==> src/rtl/pipelined_control_unit.sv <==
// Pipelined MIPS control unit: decodes in ID and carries the control bundle through the
// ID/EX, EX/MEM and MEM/WB registers. It also produces the hazard stall, the EX forwarding selects and the PC select.
module pipelined_control_unit #(
    parameter int REG_ADDR_W = 5,
    parameter bit FWD_EN     = 1'b1,
    parameter int OP_W       = 6
) (
    input  logic                  clk,
    input  logic                  rst,
    input  logic [OP_W-1:0]       opcode,
    input  logic [OP_W-1:0]       func,
    input  logic [REG_ADDR_W-1:0] id_rs,
    input  logic [REG_ADDR_W-1:0] id_rt,
    input  logic [REG_ADDR_W-1:0] id_rd,
    input  logic                  operands_equal,
    output logic                  stall,
    output logic [1:0]            pc_src,
    output logic                  if_flush,
    output logic                  ex_alu_src,
    output logic [2:0]            ex_operation,
    output logic [1:0]            ex_fwd_a,
    output logic [1:0]            ex_fwd_b,
    output logic                  mem_read,
    output logic                  mem_write,
    output logic                  wb_reg_write,
    output logic [1:0]            wb_mem_to_reg,
    output logic [REG_ADDR_W-1:0] wb_dst
);
    localparam logic [OP_W-1:0] OPC_RTYPE = OP_W'(6'b000000);
    localparam logic [OP_W-1:0] OPC_LW    = OP_W'(6'b100011);
    localparam logic [OP_W-1:0] OPC_SW    = OP_W'(6'b101011);
    localparam logic [OP_W-1:0] OPC_ADDI  = OP_W'(6'b001001);
    localparam logic [OP_W-1:0] OPC_SLTI  = OP_W'(6'b001010);
    localparam logic [OP_W-1:0] OPC_JAL   = OP_W'(6'b000011);
    localparam logic [OP_W-1:0] OPC_BEQ   = OP_W'(6'b000100);
    localparam logic [OP_W-1:0] OPC_J     = OP_W'(6'b000010);
    localparam logic [OP_W-1:0] OPC_JR    = OP_W'(6'b000110);
    localparam logic [OP_W-1:0] FN_ADD    = OP_W'(6'b100000);
    localparam logic [OP_W-1:0] FN_SUB    = OP_W'(6'b100010);
    localparam logic [OP_W-1:0] FN_AND    = OP_W'(6'b100100);
    localparam logic [OP_W-1:0] FN_OR     = OP_W'(6'b100101);
    localparam logic [OP_W-1:0] FN_SLT    = OP_W'(6'b101010);
    localparam logic [REG_ADDR_W-1:0] LINK_REG = '1;

    typedef struct packed {
        logic                  reg_write;
        logic [1:0]            mem_to_reg;
        logic                  alu_src;
        logic                  mem_read;
        logic                  mem_write;
        logic [2:0]            op;
        logic [REG_ADDR_W-1:0] dst;
    } ctrl_t;

    ctrl_t                 id_ctrl;
    ctrl_t                 ex_ctrl_reg, ex_ctrl_next;
    logic [REG_ADDR_W-1:0] ex_rs_reg, ex_rs_next, ex_rt_reg, ex_rt_next;
    logic                  mem_reg_write_reg, mem_read_reg, mem_write_reg;
    logic [1:0]            mem_to_reg_reg;
    logic [REG_ADDR_W-1:0] mem_dst_reg;
    logic                  wb_reg_write_reg;
    logic [1:0]            wb_mem_to_reg_reg;
    logic [REG_ADDR_W-1:0] wb_dst_reg;
    logic [1:0]            reg_dst;
    logic                  use_rs, use_rt, is_beq, is_jump, is_jr;
    logic                  ex_hit, mem_hit, live;

    assign live = !rst;

    always_comb begin
        id_ctrl = '0;
        reg_dst = 2'b00;
        use_rs  = 1'b0;
        use_rt  = 1'b0;
        is_beq  = 1'b0;
        is_jump = 1'b0;
        is_jr   = 1'b0;
        case (opcode)
            OPC_RTYPE: begin
                reg_dst           = 2'b01;
                id_ctrl.reg_write = 1'b1;
                use_rs            = 1'b1;
                use_rt            = 1'b1;
                case (func)
                    FN_ADD:  id_ctrl.op = 3'b010;
                    FN_SUB:  id_ctrl.op = 3'b110;
                    FN_AND:  id_ctrl.op = 3'b000;
                    FN_OR:   id_ctrl.op = 3'b001;
                    FN_SLT:  id_ctrl.op = 3'b111;
                    default: id_ctrl.op = 3'b000;
                endcase
            end
            OPC_LW: begin
                id_ctrl.alu_src    = 1'b1;
                id_ctrl.mem_to_reg = 2'b01;
                id_ctrl.reg_write  = 1'b1;
                id_ctrl.mem_read   = 1'b1;
                id_ctrl.op         = 3'b010;
                use_rs             = 1'b1;
            end
            OPC_SW: begin
                id_ctrl.alu_src   = 1'b1;
                id_ctrl.mem_write = 1'b1;
                id_ctrl.op        = 3'b010;
                use_rs            = 1'b1;
                use_rt            = 1'b1;
            end
            OPC_ADDI, OPC_SLTI: begin
                id_ctrl.alu_src   = 1'b1;
                id_ctrl.reg_write = 1'b1;
                id_ctrl.op        = (opcode == OPC_SLTI) ? 3'b111 : 3'b010;
                use_rs            = 1'b1;
            end
            OPC_JAL: begin
                reg_dst            = 2'b10;
                id_ctrl.mem_to_reg = 2'b10;
                id_ctrl.reg_write  = 1'b1;
                is_jump            = 1'b1;
            end
            OPC_BEQ: begin
                use_rs = 1'b1;
                use_rt = 1'b1;
                is_beq = 1'b1;
            end
            OPC_J:  is_jump = 1'b1;
            OPC_JR: begin
                use_rs = 1'b1;
                is_jr  = 1'b1;
            end
            default: ;
        endcase
        case (reg_dst)
            2'b01:   id_ctrl.dst = id_rd;
            2'b10:   id_ctrl.dst = LINK_REG;
            default: id_ctrl.dst = id_rt;
        endcase
        // Non-writers carry dst 0 so they can never look like a hazard producer
        if (!id_ctrl.reg_write) id_ctrl.dst = '0;
    end

    assign ex_hit  = (ex_ctrl_reg.dst != '0) &&
                     ((use_rs && ex_ctrl_reg.dst == id_rs) || (use_rt && ex_ctrl_reg.dst == id_rt));
    assign mem_hit = (mem_dst_reg != '0) &&
                     ((use_rs && mem_dst_reg == id_rs) || (use_rt && mem_dst_reg == id_rt));
    assign stall   = live && ((ex_ctrl_reg.mem_read && ex_hit) ||
                     (!FWD_EN && ((ex_ctrl_reg.reg_write && ex_hit) || (mem_reg_write_reg && mem_hit))));

    always_comb begin
        pc_src   = 2'b00;
        if_flush = 1'b0;
        if (!stall) begin
            if (is_beq && operands_equal) begin
                pc_src   = 2'b01;
                if_flush = 1'b1;
            end else if (is_jump) begin
                pc_src   = 2'b10;
                if_flush = 1'b1;
            end else if (is_jr) begin
                pc_src   = 2'b11;
                if_flush = 1'b1;
            end
        end
    end

    assign ex_ctrl_next = stall ? '0 : id_ctrl;
    assign ex_rs_next   = stall ? '0 : id_rs;
    assign ex_rt_next   = stall ? '0 : id_rt;

    always_ff @(posedge clk) begin
        if (rst) begin
            ex_ctrl_reg       <= '0;
            ex_rs_reg         <= '0;
            ex_rt_reg         <= '0;
            mem_reg_write_reg <= 1'b0;
            mem_to_reg_reg    <= 2'b00;
            mem_read_reg      <= 1'b0;
            mem_write_reg     <= 1'b0;
            mem_dst_reg       <= '0;
            wb_reg_write_reg  <= 1'b0;
            wb_mem_to_reg_reg <= 2'b00;
            wb_dst_reg        <= '0;
        end else begin
            ex_ctrl_reg       <= ex_ctrl_next;
            ex_rs_reg         <= ex_rs_next;
            ex_rt_reg         <= ex_rt_next;
            mem_reg_write_reg <= ex_ctrl_reg.reg_write;
            mem_to_reg_reg    <= ex_ctrl_reg.mem_to_reg;
            mem_read_reg      <= ex_ctrl_reg.mem_read;
            mem_write_reg     <= ex_ctrl_reg.mem_write;
            mem_dst_reg       <= ex_ctrl_reg.dst;
            wb_reg_write_reg  <= mem_reg_write_reg;
            wb_mem_to_reg_reg <= mem_to_reg_reg;
            wb_dst_reg        <= mem_dst_reg;
        end
    end

    // Operand 0 is rs (fwd_a), operand 1 is rt (fwd_b); MEM beats WB
    for (genvar gi = 0; gi < 2; gi++) begin : g_fwd
        logic [REG_ADDR_W-1:0] src;
        logic [1:0]            sel;
        assign src = (gi == 0) ? ex_rs_reg : ex_rt_reg;
        always_comb begin
            sel = 2'b00;
            if (FWD_EN && live) begin
                if (mem_reg_write_reg && mem_dst_reg != '0 && mem_dst_reg == src)
                    sel = 2'b01;
                else if (wb_reg_write_reg && wb_dst_reg != '0 && wb_dst_reg == src)
                    sel = 2'b10;
            end
        end
    end

    assign ex_fwd_a      = g_fwd[0].sel;
    assign ex_fwd_b      = g_fwd[1].sel;
    // Registered outputs read as zero while reset is held
    assign ex_alu_src    = live & ex_ctrl_reg.alu_src;
    assign ex_operation  = live ? ex_ctrl_reg.op : 3'b000;
    assign mem_read      = live & mem_read_reg;
    assign mem_write     = live & mem_write_reg;
    assign wb_reg_write  = live & wb_reg_write_reg;
    assign wb_mem_to_reg = live ? wb_mem_to_reg_reg : 2'b00;
    assign wb_dst        = live ? wb_dst_reg : '0;
endmodule

==> config.mk <==
export PLATFORM = sky130hd
export DESIGN_NAME = pipelined_control_unit
export DESIGN_NICKNAME = d
export VERILOG_FILES = /design/src/rtl/pipelined_control_unit.sv
export SDC_FILE = /design/constraint.sdc
export NUM_CORES = 1
export LEC_CHECK = 0
export CAP_MARGIN = 20
export CORE_MARGIN = 5
export CORE_UTILIZATION = 46
export CTS_BUF_LIST = sky130_fd_sc_hd__clkbuf_8
export DETAILED_ROUTE_END_ITERATION = 12
export PLACE_DENSITY_LB_ADDON = 0.15
export SYNTH_ARGS = -nofsm -noshare
export SYNTH_HDL_FRONTEND = slang
export SYNTH_SLANG_ARGS = --single-unit
==> constraint.sdc <==
create_clock -name clk -period 2.05 [get_ports clk]
set_clock_uncertainty 0.05 [all_clocks]
set_input_delay 0.3075 -clock clk [delete_from_list [all_inputs] [get_ports clk]]
set_output_delay 0.3075 -clock clk [all_outputs]
set_load 0.03 [all_outputs]
==> results of run 1 <==
## metrics by stage
step                      total power, mW  instances  utilization
after detailed placement             1.15        375        0.685
after CTS                            1.75        388        0.730
after global placement               1.15        375        0.685
final                                1.75        391        0.757
after global routing                 1.84        391        0.757
after floorplan                      1.01        233            -
## cells by family after synthesis
family	Yosys count	share of synthesized area
and+or+nand+nor	112	0.319
AOI/OAI and AO/OA	30	0.113
xor gates and xnor gates	31	0.127
DFF	42	0.392
adders and majority gates	2	0.0117
buffers and inverters	16	0.0374
## repair_timing
action                                 in CTS  in global routing
hold buffers                                0                  0
buffers inserted                            5                  4
resized for setup                          51                 23
setup endpoints to repair                  15                 21
pin swaps                                   9                 12
endpoints found under the hold margin       0                  0
## cell usage after synthesis (2+ instances only)
master     n
and3_1     5
xor2_1    16
nor2_1    10
o31ai_1    2
nand3_1    8
buf_1      2
buf_6      2
nand4_1    2
or4_1      5
nand2_1   13
dfxtp_1   42
clkbuf_1   4
xnor2_1   15
nor2b_2    7
o21ai_0    8
nor3b_1    3
ha_1       2
nor3_1     6
inv_1      6
nor2b_1   38
nor4_1     9
a21oi_1   11
## critical path, stage by stage
cell and delay [ps]:
dlygate4sd2_1 250, buf_6 120, buf_4 150, xnor2_1 140, nor4_1 390, nor2_2 110
a2111oi_4 300, buf_4 180, buf_6 120
## per-layer routing
metal,share of wire,up-vias
li1,-,1007
met1,0.45,833
met2,0.49,44
met3,0.044,6
met4,0.014,0
met5,0,-
## final timing paths
check,from,end,slack [ps],cells after the start
max,opcode[0],stall,-390,9
min,id_rs[1],ex_rs_reg[1],380,2
max reg2reg,ex_ctrl_reg[0],ex_ctrl_reg[5],0,10
min reg2reg,ex_ctrl_reg[12],mem_to_reg_reg[1],380,1
## report_power, final
group	switching [mW]	leakage, nW	internal, mW
logic	0.137	1.03	0.158
clock network	0.248	0.0607	0.354
registers	0.0180	0.346	0.837
total	0.403	1.44	1.35
## final cells by class
class                   count  share of cell area
repair buffers            108               0.277
well taps                  52              0.0193
clock inverters             3              0.0112
inverters                   6             0.00669
clock buffers               5              0.0204
multi-input cells         175               0.413
flip-flops and latches     42               0.253
==> out/qor.csv, run 1 <==
stage;metric;value;unit
outcome;status;finished, violations left;
outcome;failing checks;negative setup slack;
clock_network;clock root cell;clkbuf_8;
synth;top_reg_cell synth;dfxtp_1;
clock_network;CTS tree;done;
power;worst ir drop on vdd;0.000279;V
routing;wire per inst;13.3;um
sta;Tmin final;2440;ps
placement;Post-Place Cell Area;0.00305;mm2
synth;Synth Instances;233;
grt;grt ovf;0;
synth;#FFs+latches synth;42;
sta;total negative slack;-1710;ps
clock_network;Clock Path Buffers;2;
grt;M3 GR Usage;0.0320;
setup_path;Worst Path Max Fanout;8;
floorplanning;initial core utilization;0.482;
synth;register area share after synthesis;0.392;
setup_path;Setup crit start kind;primary input;
synth;asr flop ratio synth;0;
power;PD cells;521;mW/mm2
grt;Top Usage Layer GRT;met2;
grt;largest net degree at the start of global routing;25;
sta;RSZ-0062 raised after global routing;true;
sta;worst slew pin tran;497;ps
cells_and_area;final net count;370;
sta;FMAX;410;MHz
cells_and_area;max FFs per register;14;
floorplanning;Die X;78.3;um
floorplanning;standard-cell rows;24;
sta;period utilization;1.19;
flow_run;max_cap viols;0;
routing;vias per cell;4.83;
cells_and_area;sequential cell area;851;um2
grt;grt met1 use;0.224;
floorplanning;core area;0.00444;mm2
routing;Starting DRT DRC Count;65;
synth;YS warnings;0;
placement;Post-DP HPWL;3.94;mm
sta;Slew HR;0.666;
routing;antenna-violating nets left;0;
routing;DR DRC count;0;
sta;hold slack;382;ps
synth;Post-Syn Area;0.00214;mm2
placement;port buffer count;51;
synth;Synth top area share;0.392;
power;leakage power;1.44;nW
routing;via count;1890;
grt;global-route wire length before repair;8.35;mm
clock_network;clock latency on the worst-skew pair;280;ps
grt;grt met2 use;0.285;
sta;Setup-failing EPs final;8;
sta;Fin. Hold Viols;0;
grt;initial antenna violation count;0;
setup_path;WP data arrival;2080;ps
sta;pins over their slew limit;0;
setup_path;Worst Setup Path Type;primary input to primary output;
clock_network;total CTS buffers;5;
placement;RePlAce Congestion;0.810;
clock_network;Worst-path clk slew;70;ps
min_path;HP Class;primary input to flip-flop;
synth;largest area contributor in the synthesized netlist;dfxtp_1;
grt;Tot GR Track Use;0.171;
synth;synthesized net count;265;
clock_network;CTS H-tree lvls;2;
synth;Post-synth EDFFs;0;
synth;syn_area_per_cell;9.20;um2
cells_and_area;multi-input logic area;0.00139;mm2
routing;Detailed Routing Iterations Pass 1;4;
sta;Final WS setup;-386;ps
synth;Synth area leaders;dfxtp_1, nor2b_1, xor2_1;
floorplanning;Die Y-Extent;78.3;um
synth;Distinct cells, synth;39;
setup_path;WP data required;1690;ps
cells_and_area;antenna diode count;0;
cells_and_area;most frequent cells in the layout;buf_4, nor2b_1, dfxtp_1, clkdlybuf4s50_1;
routing;Routed Wire Length;5.21;mm
floorplanning;num ports;52;
floorplanning;die area;0.00612;mm2
cells_and_area;Finished Cell Area;0.00337;mm2
placement;Place WS;-975;ps
clock_network;clock sink total;42;
cells_and_area;synthesis-to-finish area growth;57.0;%
setup_path;CP endpoint kind;primary output;
cells_and_area;share of layout cells above drive strength 1;0.398;
grt;vias in the first global route;1796;
cells_and_area;commonest non-fill, non-tap cell in the layout;buf_4;
cells_and_area;Fill cells;335;
Note: power is estimated with default switching activity, not from simulation.
==> inputs of run 2 (changes only) <==
Settings changed: CAP_MARGIN 20 to 40, SETUP_SLACK_MARGIN set to 0.05.
==> out/qor.csv, run 2 (synthesis gave the netlist of run 1 again) <==
stage;metric;value;unit
setup_path;WP data required;1690;ps
clock_network;Clock Path Buffers;2;
setup_path;worst reg2reg path depth;10;
cells_and_area;synthesis-to-finish area growth;57.3;%
grt;initial antenna violation count;0;
sta;Final WS setup;-391;ps
setup_path;max incr delay on CP;390;ps
floorplanning;die area;0.00612;mm2
floorplanning;num ports;52;
placement;Post-DP HPWL;3.94;mm
routing;via count;1907;
power;Power Total;1.75;mW
floorplanning;Die Y-Extent;78.3;um
clock_network;clock latency on the worst-skew pair;280;ps
min_path;Hold Crit Depth;2;
sta;RSZ-0062 raised after global routing;true;
placement;RePlAce Congestion;0.810;
placement;Post-Place Cell Area;0.00305;mm2
routing;wl on met1;2.36;mm
setup_path;Setup crit start kind;primary input;
clock_network;clock root cell;clkbuf_8;
placement;Place WS;-975;ps
clock_network;clock sink total;42;
cells_and_area;antenna diode count;0;
setup_path;Worst Setup Path Type;primary input to primary output;
routing;Routed Wire Length;5.25;mm
grt;vias in the first global route;1801;
routing;antenna-violating nets left;0;
outcome;failing checks;negative setup slack;
setup_path;RR Endpoint;ex_ctrl_reg[5];
routing;WL met2;2.59;mm
placement;Post-Place Cells;375;
sta;Fin. Hold Viols;0;
sta;FMAX;410;MHz
setup_path;reg2reg start;ex_ctrl_reg[0];
routing;Top Metal Used;met4;
grt;largest net degree at the start of global routing;25;
routing;Detailed Routing Iterations Pass 1;4;
setup_path;R2R Setup Slk;0;ps
cells_and_area;most frequent cells in the layout;buf_4, nor2b_1, dfxtp_1, clkdlybuf4s50_1;
clock_network;Worst-path clk slew;70;ps
setup_path;CP endpoint kind;primary output;
floorplanning;initial core utilization;0.482;
floorplanning;Die X;78.3;um
cells_and_area;Finished Cell Area;0.00337;mm2
floorplanning;standard-cell rows;24;
min_path;startpoint of the worst hold path;id_rs[1];
sta;Tmin final;2440;ps
floorplanning;core area;0.00444;mm2
clock_network;CTS H-tree lvls;2;
sta;period utilization;1.19;
grt;Tot GR Track Use;0.170;
sta;Setup-failing EPs final;8;
grt;global-route wire length before repair;8.33;mm
setup_path;Worst Path Max Fanout;8;
grt;grt ovf;0;
routing;Starting DRT DRC Count;66;
outcome;status;finished, violations left;
cells_and_area;max FFs per register;14;
clock_network;CTS Hold Bufs;0;
cells_and_area;commonest non-fill, non-tap cell in the layout;buf_4;
routing;routed wl met3;227;um
cells_and_area;Finished Layout Cells;392;
cells_and_area;final core occ;0.759;
cells_and_area;final net count;371;
min_path;Hold Path End;ex_rs_reg[1];
sta;Slew HR;0.666;
flow_run;max_cap viols;0;
routing;vias per cell;4.86;
clock_network;total CTS buffers;5;
cells_and_area;share of layout cells above drive strength 1;0.400;
routing;DR DRC count;0;
setup_path;WP data arrival;2080;ps
sta;pins over their slew limit;0;
cells_and_area;Fill cells;340;
sta;worst slew pin tran;497;ps
placement;port buffer count;51;
power;worst ir drop on vdd;0.000278;V
setup_path;slowest CP cell;nor4_1;
setup_path;CP Cell Sequence;dlygate4sd2_1 -> buf_6 -> buf_4 -> xnor2_1 -> nor4_1 -> nor2_2 -> a2111oi_4 -> buf_4 -> buf_6;
min_path;HP Class;primary input to flip-flop;
clock_network;CTS tree;done;
power;leakage power;1.44;nW
power;PD cells;520;mW/mm2
routing;wire per inst;13.4;um
## run 2: changes by cell type in the layout (fill, tap and decap cells not counted), sizes merged
cell / previous run / this run
buf: 79 / 80
## run 2: repair_timing
item                                    in CTS  in global routing
endpoints found under the setup margin      20                 31
setup buffers                                5                  5
resized for setup                           52                 25
pin swaps                                    9                 12
## run 2: critical path, delay by kind of cell
family,cells,cell delay (ps)
buffers and inverters,5,820
XOR/XNOR,1,140
AO/OA/AOI/OAI,1,310
AND/OR/NAND/NOR,2,500
## run 2: per-layer routing
| metal | vias to the layer above | track usage |
|---|---|---|
| met4 | 0 | 0.0524 |
| met1 | 849 | 0.221 |
| met2 | 44 | 0.288 |
| met3 | 6 | 0.0320 |
| met5 | - | 0 |
| li1 | 1008 | - |
## run 2: power by group
| group | switching, mW | internal [mW] |
|---|---|---|
| logic | 0.138 | 0.159 |
| clock network | 0.247 | 0.354 |
| registers | 0.0179 | 0.837 |
| total | 0.403 | 1.35 |
## run 2: layout make-up
type	instances	area, um2	share of cell area
clock buffers	5	68.8	0.0204
clock inverters	3	37.5	0.0111
inverters	6	22.5	0.00668
multi-input cells	175	1390	0.412
flip-flops and latches	42	851	0.252
well taps	52	65.1	0.0193
repair buffers	109	938	0.278
## run 2: worst max path at each step
stage | start | end | slack [ps]
final | opcode[0] | stall | -390
after global routing | ex_ctrl_reg[0] | stall | -520
after CTS | ex_ctrl_reg[3] | stall | -440
after detailed placement | opcode[5] | if_flush | -970
after global placement | id_rs[4] | pc_src[0] | -970
after floorplan | opcode[0] | pc_src[0] | -310
## run 2: per-stage QoR
| step | hold WS, ps | setup TNS [ps] |
|---|---|---|
| finish | 382 | -1730 |
| global route | 391 | -4110 |
| CTS | 372 | -1730 |
| detailed placement | 370 | -9750 |
| global placement | 367 | -10260 |
| floorplan | 364 | -1080 |
==> inputs of run 3 (changes only) <==
Settings changed: ABC_AREA set to 1, SKIP_CTS_REPAIR_TIMING set to 1.
==> out/qor.csv, run 3 <==
stage;metric;value;unit
outcome;status;complete, no violations;
clock_network;clock root cell;clkbuf_8;
floorplanning;initial core utilization;0.468;
floorplanning;standard-cell rows;25;
floorplanning;Die Y-Extent;78.6;um
sta;period utilization;0.934;
cells_and_area;commonest non-fill, non-tap cell in the layout;inv_1;
synth;register area share after synthesis;0.388;
synth;YS warnings;0;
synth;Post-synth EDFFs;0;
sta;worst slew pin tran;278;ps
sta;Setup-failing EPs final;0;
setup_path;CP endpoint kind;primary output;
min_path;HP Class;primary input to flip-flop;
synth;syn_area_per_cell;7.14;um2
setup_path;R2R Setup Slk;520;ps
synth;Distinct cells, synth;27;
power;PD cells;516;mW/mm2
grt;largest net degree at the start of global routing;36;
sta;Slew HR;0.813;
grt;vias in the first global route;1849;
sta;RSZ-0062 raised after global routing;true;
cells_and_area;final net count;414;
routing;antenna-violating nets left;0;
sta;Fin. Hold Viols;0;
routing;Starting DRT DRC Count;73;
routing;wire per inst;10.3;um
clock_network;CTS tree;done;
synth;cell with the most instances after synthesis;inv_1;
setup_path;Worst Setup Path Type;primary input to primary output;
floorplanning;num ports;52;
grt;initial antenna violation count;0;
flow_run;max_cap viols;0;
sta;Final WS setup;136;ps
synth;adder-cell share of the synthesized area;0.0116;
cells_and_area;sequential cell area;843;um2
synth;top_reg_cell synth;dfxtp_1;
synth;asr flop ratio synth;0;
cells_and_area;synthesis-to-finish area growth;39.5;%
setup_path;worst reg2reg path depth;8;
clock_network;total CTS buffers;5;
cells_and_area;most frequent cells in the layout;inv_1, nor2_1, buf_4, dfxtp_1, nand2_1;
setup_path;CP startpoint;id_rt[2];
cells_and_area;Fill cells;417;
placement;Post-DP HPWL;3.70;mm
floorplanning;Die X;78.6;um
cells_and_area;multi-input logic area;0.00105;mm2
placement;port buffer count;51;
clock_network;clock latency on the worst-skew pair;280;ps
clock_network;Worst-path clk slew;70;ps
placement;Place WS;-209;ps
placement;RePlAce Congestion;0.868;
sta;hold slack;266;ps
routing;Detailed Routing Iterations Pass 1;4;
routing;DR DRC count;0;
synth;Synth area leaders;dfxtp_1, inv_1, nor2_1;
routing;Routed Wire Length;4.49;mm
synth;Synth Area in XOR/XNOR;0.0809;
cells_and_area;max FFs per register;14;
setup_path;Setup crit start kind;primary input;
synth;Post-Syn Area;0.00216;mm2
setup_path;RR Endpoint;ex_ctrl_reg[3];
synth;Synth Area in Compound Gates;0.0561;
grt;Tot GR Track Use;0.150;
synth;Synth top area share;0.388;
routing;vias per cell;4.47;
floorplanning;core area;0.00463;mm2
synth;largest area contributor in the synthesized netlist;dfxtp_1;
synth;multiplexer area fraction after synthesis;0;
synth;Synth top cells by count;inv_1, nor2_1, dfxtp_1;
clock_network;clock sink total;42;
setup_path;Worst Path Max Fanout;3;
setup_path;WP data arrival;1560;ps
sta;pins over their slew limit;0;
setup_path;CP endpoint;if_flush;
floorplanning;die area;0.00618;mm2
cells_and_area;share of layout cells above drive strength 1;0.220;
sta;Tmin final;1910;ps
clock_network;Clock Path Buffers;2;
clock_network;CTS H-tree lvls;2;
setup_path;reg2reg start;ex_ctrl_reg[3];
sta;FMAX;522;MHz
routing;via count;1947;
cells_and_area;antenna diode count;0;
synth;#FFs+latches synth;42;
synth;synthesized net count;335;
grt;global-route wire length before repair;7.66;mm
setup_path;WP data required;1690;ps
synth;Synth Instances;303;
power;worst ir drop on vdd;0.000360;V
grt;grt ovf;0;
sta;total negative slack;0;ps
synth;largest family of logic cells by synthesized area;simple AND/OR/NAND/NOR gates;
synth;simple-gate share of the synthesized area;0.322;
power;leakage power;1.59;nW
## run 3: worst min path at each step
stage                                 to  cells after the start  slack, ps              start
CTS                    mem_reg_write_reg                      2        350    ex_ctrl_reg[13]
floorplan              mem_reg_write_reg                      2        340    ex_ctrl_reg[13]
global route                ex_rs_reg[4]                      3        280           id_rs[4]
finish                      ex_rs_reg[4]                      3        270           id_rs[4]
global placement    wb_mem_to_reg_reg[0]                      2        340  mem_to_reg_reg[0]
detailed placement  wb_mem_to_reg_reg[0]                      2        340  mem_to_reg_reg[0]
## run 3: cell type report
cell class	count	share of cell area
multi-input combinational	185	0.349
timing repair buffer	77	0.235
tap	54	0.0224
clock inverter	2	0.00331
sequential	42	0.279
inverter	71	0.0882
clock buffer	5	0.0228
## run 3: worst max-delay path, stage by stage
cell and delay [ps]:
clkdlybuf4s50_1 440, xor2_1 170, nor2_1 90, nand3_1 90
nand2_2 100, nand3_4 80, nand2_2 70, nand2_1 50
buf_4 160
## run 3: report_power, final
group          internal (mW)  total (mW)  switching, mW
sequential             0.832       0.846         0.0139
combinational          0.122       0.234          0.112
clock                  0.228       0.479          0.250
## run 3: cells by family after synthesis
family                   Yosys count
XOR/XNOR                          20
AO/OA/AOI/OAI                     22
buffers and inverters             76
flip-flops                        42
adder cells (fa/ha/maj)            2
AND/OR/NAND/NOR                  141
## run 3: routing by layer
metal,vias up,GRT usage,share of wire
li1,1061,-,-
met1,825,0.184,0.44
met2,50,0.261,0.48
met3,11,0.0264,0.057
met4,0,0.0542,0.022
met5,-,0,0
## run 3: metrics by stage
step,utilization,cell area (um2),power [mW],cells
floorplan,-,2160,0.980,303
global placement,0.618,2860,1.09,428
detailed placement,0.618,2860,1.10,428
CTS,0.635,2940,1.57,435
global route,0.652,3020,1.64,436
finish,0.652,3020,1.56,436
